## config.mk

```make
export PLATFORM = sky130hd
export DESIGN_NAME = vector_pack_engine
export DESIGN_NICKNAME = d
export VERILOG_FILES = /design/src/rtl/vector_pack_engine.sv
export SDC_FILE = /design/constraint.sdc
export NUM_CORES = 1
export LEC_CHECK = 0
export BUFFER_PORTS_ARGS = -buffer_cell sky130_fd_sc_hd__buf_2
export CORE_UTILIZATION = 40
export DETAILED_ROUTE_END_ITERATION = 12
export HOLD_SLACK_MARGIN = 0.06
export SETUP_SLACK_MARGIN = 0.2
export SYNTH_ARGS = -nofsm -noshare
export SYNTH_HDL_FRONTEND = slang
export SYNTH_SLANG_ARGS = --single-unit
```

## constraint.sdc

```tcl
create_clock -name clk -period 1.63 [get_ports clk]
set_input_delay 0.163 -clock clk [delete_from_list [all_inputs] [get_ports clk]]
set_output_delay 0.163 -clock clk [all_outputs]
set_load 0.03 [all_outputs]
```

## src/rtl/vector_pack_engine.sv

```systemverilog
// vector_pack_engine: packs one computed lane per accepted beat into a LANES*W frame, lane 0 in the MSBs.
// Optional feature macro VECPACK_PARITY_EN adds out_parity (per-lane even parity, lane 0 in the MSB).
module vector_pack_engine #(
  parameter  int W     = 8,
  parameter  int LANES = 4,
  localparam int CW    = $clog2(LANES + 1)
) (
  input  logic               clk,
  input  logic               rst_n,
  input  logic               in_valid,
  output logic               in_ready,
  input  logic [W-1:0]       in_a,
  input  logic [W-1:0]       in_b,
  input  logic [1:0]         in_mode,
  input  logic               flush,
  output logic               out_valid,
  input  logic               out_ready,
  output logic [LANES*W-1:0] out_data,
  output logic [CW-1:0]      out_count
`ifdef VECPACK_PARITY_EN
  ,
  output logic [LANES-1:0]   out_parity
`endif
);

  typedef enum logic [0:0] {FILL = 1'b0, HOLD = 1'b1} state_e;

  state_e                  state_q, state_d;
  logic [CW-1:0]           wr_idx_q, wr_idx_d;
  logic [LANES-1:0][W-1:0] lanes_q, lanes_d;
  logic [LANES*W-1:0]      out_data_q, out_data_d;
  logic [CW-1:0]           out_count_q, out_count_d;
  logic                    in_ready_q, in_ready_d;
  logic                    out_valid_q, out_valid_d;
  logic                    beat_s, close_s;

  function automatic logic [W-1:0] lane_op(input logic [W-1:0] a, input logic [W-1:0] b,
                                           input logic [1:0] mode);
    case (mode)
      2'b00:   lane_op = a;
      2'b01:   lane_op = b;
      2'b10:   lane_op = a + b;
      2'b11:   lane_op = a - b;
      default: lane_op = a;
    endcase
  endfunction

  function automatic logic [LANES*W-1:0] pack(input logic [LANES-1:0][W-1:0] lanes);
    pack = '0;
    for (int i = 0; i < LANES; i++) pack[(LANES-1-i)*W +: W] = lanes[i];
  endfunction

  // Next-state: lane writes, frame close on full or flush, release on out_ready.
  always_comb begin
    state_d     = state_q;
    wr_idx_d    = wr_idx_q;
    lanes_d     = lanes_q;
    out_data_d  = out_data_q;
    out_count_d = out_count_q;
    beat_s      = 1'b0;
    close_s     = 1'b0;
    case (state_q)
      FILL: begin
        beat_s = in_valid & in_ready_q;
        if (beat_s) begin
          for (int i = 0; i < LANES; i++) begin
            if (wr_idx_q == CW'(i)) lanes_d[i] = lane_op(in_a, in_b, in_mode);
            else                    lanes_d[i] = lanes_q[i];
          end
          wr_idx_d = wr_idx_q + CW'(1);
        end else begin
          wr_idx_d = wr_idx_q;
        end
        // A flush on an empty array with no beat must not emit an empty frame.
        close_s = (beat_s && (wr_idx_q == CW'(LANES - 1))) ||
                  (flush && (beat_s || (wr_idx_q != CW'(0))));
        if (close_s) begin
          state_d     = HOLD;
          out_data_d  = pack(lanes_d);
          out_count_d = wr_idx_d;
        end else begin
          state_d = FILL;
        end
      end
      HOLD: begin
        if (out_ready) begin
          state_d  = FILL;
          wr_idx_d = '0;
          lanes_d  = '0;
        end else begin
          state_d = HOLD;
        end
      end
      default: begin
        state_d  = FILL;
        wr_idx_d = '0;
        lanes_d  = '0;
      end
    endcase
    in_ready_d  = (state_d == FILL);
    out_valid_d = (state_d == HOLD);
  end

  // State, lane array and output registers.
  always_ff @(posedge clk or negedge rst_n) begin
    if (!rst_n) begin
      state_q     <= FILL;
      wr_idx_q    <= '0;
      lanes_q     <= '0;
      out_data_q  <= '0;
      out_count_q <= '0;
      in_ready_q  <= 1'b0;
      out_valid_q <= 1'b0;
    end else begin
      state_q     <= state_d;
      wr_idx_q    <= wr_idx_d;
      lanes_q     <= lanes_d;
      out_data_q  <= out_data_d;
      out_count_q <= out_count_d;
      in_ready_q  <= in_ready_d;
      out_valid_q <= out_valid_d;
    end
  end

  assign in_ready  = in_ready_q;
  assign out_valid = out_valid_q;
  assign out_data  = out_data_q;
  assign out_count = out_count_q;

`ifdef VECPACK_PARITY_EN
  logic [LANES-1:0] out_parity_q, out_parity_d;

  function automatic logic [LANES-1:0] lane_parity(input logic [LANES-1:0][W-1:0] lanes);
    lane_parity = '0;
    for (int i = 0; i < LANES; i++) lane_parity[LANES-1-i] = ^lanes[i];
  endfunction

  // Parity is captured on the same edge as out_data.
  always_comb begin
    out_parity_d = out_parity_q;
    if (close_s) out_parity_d = lane_parity(lanes_d);
    else         out_parity_d = out_parity_q;
  end

  // Parity register.
  always_ff @(posedge clk or negedge rst_n) begin
    if (!rst_n) out_parity_q <= '0;
    else        out_parity_q <= out_parity_d;
  end

  assign out_parity = out_parity_q;
`endif

endmodule

```

==> metrics.csv, run 1 <==
metric;value;unit
power_density;1690;nW/um^2
worst_slew_pin_slew;553.9;ps
clk_pin_slew_worst_paths;70;ps
drive_gt1_share;50.97;%
synthToLayoutAreaGrowth;62.33;%
final.min_clock_period;2278;ps
fin_skew;9.638;ps
root_buffer;clkbuf_8;
path_delay_family;compound AO/OA/AOI/OAI gates;
diodes;0;
slowest_delay;340;ps
dp_hpwl;7271;um
syn_inst;393;
fin_ws;-648.5;ps
ant_nets;0;
run_status;finished, violations left;
syn-mean-instance-area;9.500;sq um
setup_viol;64;
io_pins;60;
cts_inserted_buffers;9;
regArea;1805;sq um
clock_path_buffers;2;
grt_pass1_vias;3536;
synth_area;3734;sq um
ys_warn_count;0;
grt_remaining_overflow;0;
multi_input_area;2357;sq um
synth_area_leaders;dfrtp_1 48%, o21ai_0 7.4%, nand2_1 6.1%;
die_w;98.61;um
io_buffers;59;
htreeDepth;3;
routed_wl;11360;um
crit_required;1910;ps
slew_headroom;63.07;%
grt_max_degree;27;
endpoint_kind;register;
timing.fmax;438.9;MHz
cp_num_buf_inv;3;
cts_tree;built;
via_per_inst;5.373;
hold-path-cell-count;2;
drt_drc_violations_left;0;
ff2ff_setup_slack;-190;ps
synth_cell_types;46;
ir_drop;0.0006633;V
min_to;lanes_q[21];
die_y;98.61;um
worstSkewPairLatency;350;ps
hold_start;out_ready;
postPlaceCellArea;4847;sq um
fill_cells;658;
die_area;9724;sq um
cap_violations;0;
cp_max_fo;5;
r2r.worst_path.cells;8;
p_leak;2.850;nW
r2r_end;out_data[23];
coreArea;8891;sq um
min_path_type;in -> reg;
arrival;2560;ps
track_usage;22.71;%
synth_top_area_share;48.26;%
ys.flop_type;dfrtp_1;
grt_pass1_wl;17020;um
tns;-22540;ps
firstDrtPassIters;4;
start_kind;input pin;
dp_slack;-1088;ps
start_util;41.99;%
fin_area;6061;sq um
avgRoutedWirePerCell;16.88;um
grt_antenna_before_repair;0;
clock-sinks;72;
hold_viol;0;
synthArstFlopShare;100.0;%
fin_crit_sh;139.8;%
syn_nets;430;
synth_edf_count;0;
nets;597;
rsz0062_at_grt;yes;
path_cells;buf_8 > buf_6 > nor3_2 > buf_4 > or2_4 > xor2_1 > ha_1 > o211a_1 > o31ai_4 > a32oi_2 > mux2i_1 > nand4b_1 > o21ai_1;
reg2reg_from;wr_idx_q[0];
synth_seq_cells;72;
rows;34;
critical_path_class;in -> reg;
via_count;3616;
slowest_stage;ha_1;
violations;setup timing;
drtIter0Drc;152;
gp_congestion;0.8219;
seq_area_frac_synth;48.26;%
synth_top_area_cell;dfrtp_1;
drv_slew;0;
## cell families after synthesis
| group | synth area share, % |
|---|---|
| adder cells (fa/ha/maj) | 4.893 |
| flip-flops | 48.26 |
| multiplexers | 7.406 |
| AO/OA/AOI/OAI | 19.30 |
| XOR/XNOR | 1.877 |
| AND/OR/NAND/NOR | 15.08 |
| buffers and inverters | 3.183 |
## report_power, final
part	switching [mW]	leakage [nW]	internal (mW)	total [mW]
Clock	0.678	0.0993	0.746	1.42
Combinational	3.13	1.78	2.78	5.90
Sequential	0.476	0.970	2.44	2.92
Total	4.28	2.85	5.96	10.2
## what timing repair did
action / in CTS / in global routing
pin swaps: 45 / 40
hold endpoints to repair: 18 / 0
setup endpoints to repair: 69 / 70
gates resized for setup: 109 / 53
hold buffers: 1 / 0
cloned: 3 / 0
buffers inserted: 19 / 19
## synth_stat cells, types with 2 or more instances
cell type,n
a31oi_1,2
xor2_1,2
buf_2,7
nand2b_1,4
ha_1,13
and4b_1,2
nand2_1,61
and2_1,2
nor3_1,5
and3_1,2
o21ai_1,4
mux2i_1,22
nand3_1,4
xnor2_1,6
or3_1,2
a21oi_1,16
clkbuf_1,9
a22o_1,13
a211oi_1,5
a21o_1,2
nor2b_1,4
inv_1,11
a22oi_1,8
dfrtp_1,72
o22ai_1,4
o21ai_0,55
nor2_1,31
o31ai_1,3
mux2_2,5
## per-layer routing
metal / routed length (um) / track usage (%)
met1: 4656 / 26.61
met2: 6052 / 41.33
met3: 358 / 3.972
met4: 292 / 8.840
met5: 0 / 0
## placed cells by master, fill, tap and decap left out, types with 3 or more instances in the layout
cell type,Yosys,routed
a21oi_1,16,8
ha_4,0,6
nor2b_1,4,3
buf_16,0,3
dfrtp_2,0,3
o22ai_1,4,3
o21ai_4,0,5
buf_4,0,64
xnor2_1,6,5
ha_1,13,6
inv_1,11,6
mux2i_2,0,4
mux2i_4,0,4
nand2_1,61,42
nand3_1,4,3
buf_8,0,6
nor2_4,0,3
buf_2,7,58
o21ai_0,55,9
dfrtp_1,72,69
nor2_1,31,26
mux2_2,5,4
mux2i_1,22,14
o21ai_2,0,7
nand2_2,0,14
a22o_1,13,13
nand2_4,0,5
o21ai_1,4,38
clkbuf_8,0,10
buf_12,0,10
a22oi_1,8,8
buf_6,0,32
a211oi_1,5,5
a21oi_2,1,7
## metrics by stage
stage / power [mW] / std cells / util (%) / hold WS, ps
finish: 10.24 / 673 / 68.17 / 98.81
global route: 10.75 / 673 / 68.17 / 97.27
CTS: 9.533 / 654 / 64.17 / 69.78
detailed placement: 7.084 / 615 / 54.52 / 178.5
global placement: 7.008 / 615 / 54.52 / 174.5
floorplan: 5.506 / 393 / - / -132.6
## how the worst max path moves through the flow
stage	from	to	slack, ps	depth (start not counted)
after floorplan	in_mode[0]	lanes_q[15]	-820	12
after global placement	in_b[1]	out_data[7]	-1010	13
after detailed placement	in_b[1]	lanes_q[31]	-1090	13
after CTS	in_b[1]	lanes_q[31]	-580	13
after global routing	in_b[0]	out_data[7]	-810	13
final	in_b[0]	out_data[7]	-650	13
## registers in the layout, summed over array words and instances, names as in the netlist
name       count
lanes_q       32
out_data      32
out_count      3
wr_idx_q       3
in_ready       1
out_valid      1
## layout make-up
class	instances	area share (%)
multi-input combinational	292	38.89
timing repair buffer	174	24.98
inverter	11	0.8464
sequential	72	29.79
tap	108	2.230
clock inverter	5	0.9290
clock buffer	11	2.333
Note: power is estimated with default switching activity, not from simulation.
==> run 2, diff against run 1 <==
==> constraint.sdc (replaced) <==
create_clock -name clk -period 1.63 [get_ports clk]
set_input_delay 0.2445 -clock clk [delete_from_list [all_inputs] [get_ports clk]]
set_output_delay 0.2445 -clock clk [all_outputs]
set_load 0.03 [all_outputs]
==> run 2 against run 1 <==
The flow still finishes with violations (setup timing). Largest power group unchanged. Highest routed layer unchanged. Critical path depth up 1. Design area rose by 3.0%. Final cell count up 2.1%. Register-to-register slack worse by 70 ps. Combinational power is 8.5% higher. Sequential cell count is the same. Clock power grew 23%. Global-route usage up 2.0 points. Utilization is 2.1 points higher.
==> metrics.csv, run 2 (synthesis gave the netlist of run 1 again) <==
metric;value;unit
cts_tree;built;
timing.fmax;425.1;MHz
final.min_clock_period;2353;ps
die_w;98.61;um
p_leak;2.951;nW
run_status;finished, violations left;
violations;setup timing;
whs;217.1;ps
grt_remaining_overflow;0;
cap_violations;0;
drt_drc_violations_left;0;
grt_max_degree;35;
io_buffers;59;
power_density;1769;nW/um^2
clock_path_buffers;2;
hold-path-cell-count;3;
clk_pin_slew_worst_paths;80;ps
grt_pass1_wl;18550;um
slew_headroom;64.21;%
ant_nets;0;
dp_hpwl;7560;um
drtIter0Drc;201;
fin_crit_sh;144.3;%
worstSkewPairLatency;350;ps
r2r.worst_path.cells;10;
die_area;9724;sq um
fin_area;6245;sq um
crit_required;1900;ps
final_common_cell;buf_4;
ir_drop;0.0007218;V
root_buffer;clkbuf_8;
critical_path_class;in -> reg;
fin_util;70.24;%
avgRoutedWirePerCell;17.05;um
clock-sinks;72;
worst_slew_pin_slew;536.8;ps
diodes;0;
via_count;3690;
via_per_inst;5.371;
gp_congestion;0.8213;
drv_slew;0;
fin_ws;-722.5;ps
nets;611;
firstDrtPassIters;4;
grt_antenna_before_repair;0;
postPlaceCellArea;4850;sq um
hold_viol;0;
rsz0062_at_grt;yes;
endpoint_kind;register;
dp_cells;617;
die_y;98.61;um
io_pins;60;
start_kind;input pin;
routed_wl;11710;um
fin_skew;7.596;ps
arrival;2620;ps
coreArea;8891;sq um
start_util;41.99;%
ff2ff_setup_slack;-260;ps
htreeDepth;3;
synthToLayoutAreaGrowth;67.26;%
drive_gt1_share;52.50;%
final_cell_mix;78 x buf_4, 68 x dfrtp_1, 54 x buf_2;
setup_viol;61;
min_path_type;in -> reg;
grt_pass1_vias;3817;
rows;34;
track_usage;24.66;%
cts_inserted_buffers;9;
final_cells;687;
cp_max_fo;5;
==> run 2: cell types whose count changed in the layout (fill, tap and decap cells not counted), sizes merged <==
| cell | delta |
|---|---|
| buf | +14 |
| bufinv | +2 |
| clkinv | -1 |
| clkinvlp | -1 |
==> run 2: through the flow <==
stage / setup slack, ps / power [mW] / setup TNS, ps
2_1_floorplan: -903.6 / 5.506 / -31000
3_3_place_gp: -1124 / 7.012 / -43460
3_5_place_dp: -1262 / 7.096 / -47980
4_1_cts: -677.1 / 10.29 / -22350
5_1_grt: -817.1 / 11.62 / -29220
6_report: -722.5 / 11.05 / -25670
==> run 2: path summary, 6_finish.rpt <==
path / start / end
min in group asynchronous: rst_n / out_data[29]
worst max register to register: wr_idx_q[1] / out_data[14]
worst max-delay path: in_b[1] / out_data[14]
worst min-delay path: out_ready / lanes_q[5]
max in group asynchronous: rst_n / out_data[26]
worst min register to register: out_data[24] / out_data[24]
==> run 2: critical path, stage by stage <==
cell	delay, ps
buf_8	100
inv_4	50
ha_4	120
nor3b_4	180
nor2_1	70
xnor2_1	120
ha_1	350
buf_4	170
buf_6	100
o2111a_1	160
o31ai_2	330
a31oi_4	150
or2b_4	300
o21ai_0	160
==> run 2: per-layer routing <==
metal | GRT usage, % | up-vias | routed length, um
met5 | 0 | - | 0
li1 | - | 1757 | -
met1 | 28.13 | 1818 | 4711
met2 | 45.83 | 94 | 6333
met4 | 9.070 | 0 | 268
met3 | 4.610 | 21 | 397
==> run 2: area by class of cell <==
type / count / area, sq um
Sequential cell: 72 / 1809
Clock buffer: 11 / 141.4
Clock inverter: 5 / 103.9
Timing Repair Buffer: 188 / 1638
Tap cell: 108 / 135.1
Multi-Input combinational cell: 292 / 2371
Fill cell: 628 / 2646
Inverter: 11 / 46.29
==> run 2: repair_timing <==
item                                   in CTS  in global routing
resized for setup                         111                 61
gates cloned                                4                  0
setup endpoints to repair                  70                 73
pin swaps                                  43                 28
buffers inserted                           35                 14
hold buffers                                1                  0
endpoints found under the hold margin      18                  0
==> run 2: power by group <==
part | total, mW | internal, mW | switching [mW] | leakage [nW]
clock | 1.74 | 1.06 | 0.681 | 0.124
combinational | 6.40 | 3.13 | 3.27 | 1.86
sequential | 2.91 | 2.45 | 0.459 | 0.969
total | 11.0 | 6.63 | 4.41 | 2.95
==> run 3, diff against run 2 <==
==> constraint.sdc (replaced) <==
create_clock -name clk -period 1.63 [get_ports clk]
set_input_delay 0.326 -clock clk [delete_from_list [all_inputs] [get_ports clk]]
set_output_delay 0.326 -clock clk [all_outputs]
set_load 0.03 [all_outputs]
==> run 3 against run 2 <==
The run still ends with setup timing left. Combinational power barely moved. Clock-buffer cell count fell by 1. Setup slack got worse by 86 ps. Non-clock buffer count rose by 1. Via count rose by 2.6%. Clock skew rose by 3.4 ps. Die area did not move. Utilization barely moved. Critical path type unchanged. Critical endpoint unchanged. Highest routed layer unchanged.
==> metrics.csv, run 3 (synthesis gave the netlist of run 1 again) <==
metric;value;unit
timing.fmax;410.0;MHz
drv_slew;0;
slowest_stage;or4_4;
track_usage;24.67;%
p_leak;2.921;nW
grt_max_degree;36;
io_pins;60;
grt_pass1_vias;3805;
crit_required;1880;ps
arrival;2680;ps
cp_max_fo;5;
synthToLayoutAreaGrowth;67.33;%
gr-usage-met2;46.91;%
die_y;98.61;um
ant_nets;0;
endpoint_kind;register;
grt_pass1_wl;18470;um
combPwrFrac;60.2;%
fill_cells;606;
final_cell_mix;80 x buf_4, 68 x dfrtp_1, 53 x buf_2;
hold_viol;0;
nets;612;
io_buffers;59;
path_cells;buf_8 > inv_4 > ha_4 > nor3b_4 > nor2_2 > xnor2_1 > ha_1 > buf_4 > buf_4 > o2111a_2 > or4_4 > a31oi_4 > or2b_4 > o21ai_0;
fin_ws;-808.9;ps
setup_viol;64;
clkPwrFrac;12.5;%
drtIter0Drc;187;
ir_drop;0.0006778;V
run_status;finished, violations left;
start_util;41.99;%
final.min_clock_period;2439;ps
fin_util;70.26;%
cap_violations;0;
die_w;98.61;um
firstDrtPassIters;5;
htreeDepth;3;
rows;34;
grtUsageMet3;4.468;%
drt_drc_violations_left;0;
start_kind;input pin;
fin_area;6247;sq um
grt-busiest-layer;met2;
critical_path_class;in -> reg;
via_per_inst;5.504;
dp_hpwl;7706;um
cts_inserted_buffers;9;
power_frac_seq;27.3;%
crit_path_frequent_cell;buf_4;
swShare;42.90;%
violations;setup timing;
clock_path_buffers;2;
total_power;10.66;mW
power.internal;6.089;mW
slew_headroom;64.53;%
routed_wl;12450;um
clk_pin_slew_worst_paths;80;ps
grt_antenna_before_repair;0;
min_path_type;in -> reg;
grt_remaining_overflow;0;
root_buffer;clkbuf_8;
cts_tree;built;
drive_gt1_share;53.28;%
worst_slew_pin_slew;532.1;ps
final_common_cell;buf_4;
postPlaceCellArea;4832;sq um
power_density;1707;nW/um^2
fin_skew;10.95;ps
slowest_delay;430;ps
dp_slack;-1321;ps
die_area;9724;sq um
fin_crit_sh;149.6;%
p_sw;4.575;mW
avgRoutedWirePerCell;18.10;um
gp_congestion;0.8020;
coreArea;8891;sq um
use_met1;27.24;%
worstSkewPairLatency;370;ps
via_count;3787;
clock-sinks;72;
diodes;0;
rsz0062_at_grt;yes;
-- run 3: critical path, delay by kind of cell --
kind / cells / cell delay [ps]
AOI/OAI and AO/OA: 3 / 450
xor gates and xnor gates: 1 / 120
adders and majority gates: 2 / 440
and+or+nand+nor: 4 / 890
buffers and inverters: 4 / 440
-- run 3: final timing paths --
path / start / endpoint / slack [ps] / cells after the start
worst max-delay path: in_b[0] / out_data[14] / -810 / 14
worst min-delay path: out_ready / lanes_q[21] / 290 / 3
worst max register to register: wr_idx_q[1] / out_data[15] / -220 / 10
worst min register to register: out_data[5] / out_data[5] / 480 / 2
max in group asynchronous: rst_n / out_data[15] / 580 / 3
min in group asynchronous: rst_n / lanes_q[13] / 460 / 2
-- run 3: power groups by stage --
stage | sequential (mW) | clock [mW] | combinational [mW]
after floorplan | 3.52 | 0 | 1.98
after detailed placement | 2.88 | 0 | 4.26
after global placement | 2.84 | 0 | 4.18
after CTS | 2.83 | 1.34 | 5.56
final | 2.91 | 1.33 | 6.42
after global routing | 2.99 | 1.41 | 6.77
-- run 3: area by class of cell --
| class | instances | area (sq um) | share of cell area (%) |
|---|---|---|---|
| Sequential cell | 72 | 1809 | 28.96 |
| Clock inverter | 6 | 43.79 | 0.7010 |
| Multi-Input combinational cell | 292 | 2437 | 39.01 |
| Inverter | 11 | 46.29 | 0.7410 |
| Tap cell | 108 | 135.1 | 2.163 |
| Timing Repair Buffer | 189 | 1638 | 26.22 |
| Clock buffer | 10 | 137.6 | 2.203 |
-- run 3: timing repair --
action	4_1_cts	5_1_grt
hold buffers	1	0
gates cloned	3	0
pin swaps	46	51
setup buffers	38	17
endpoints found under the setup margin	70	72
resized for setup	107	75
endpoints found under the hold margin	17	0
-- run 3: per-layer routing --
layer  part of all wire [%]  up-vias  routed length, um
li1                       -     1778                  -
met1                     37     1840               4629
met2                     55      131               6791
met3                    3.9       38                487
met4                    4.4        0                545
met5                      0        -                  0
-- run 3: stage by stage --
stage / std cells / setup TNS, ps / hold slack, ps
after CTS: 671 / -25540 / 277.5
after global placement: 613 / -47420 / 317.3
after global routing: 688 / -32500 / 300.5
final: 688 / -27340 / 287.7
after detailed placement: 613 / -52450 / 325.1
after floorplan: 393 / -35560 / 30.41
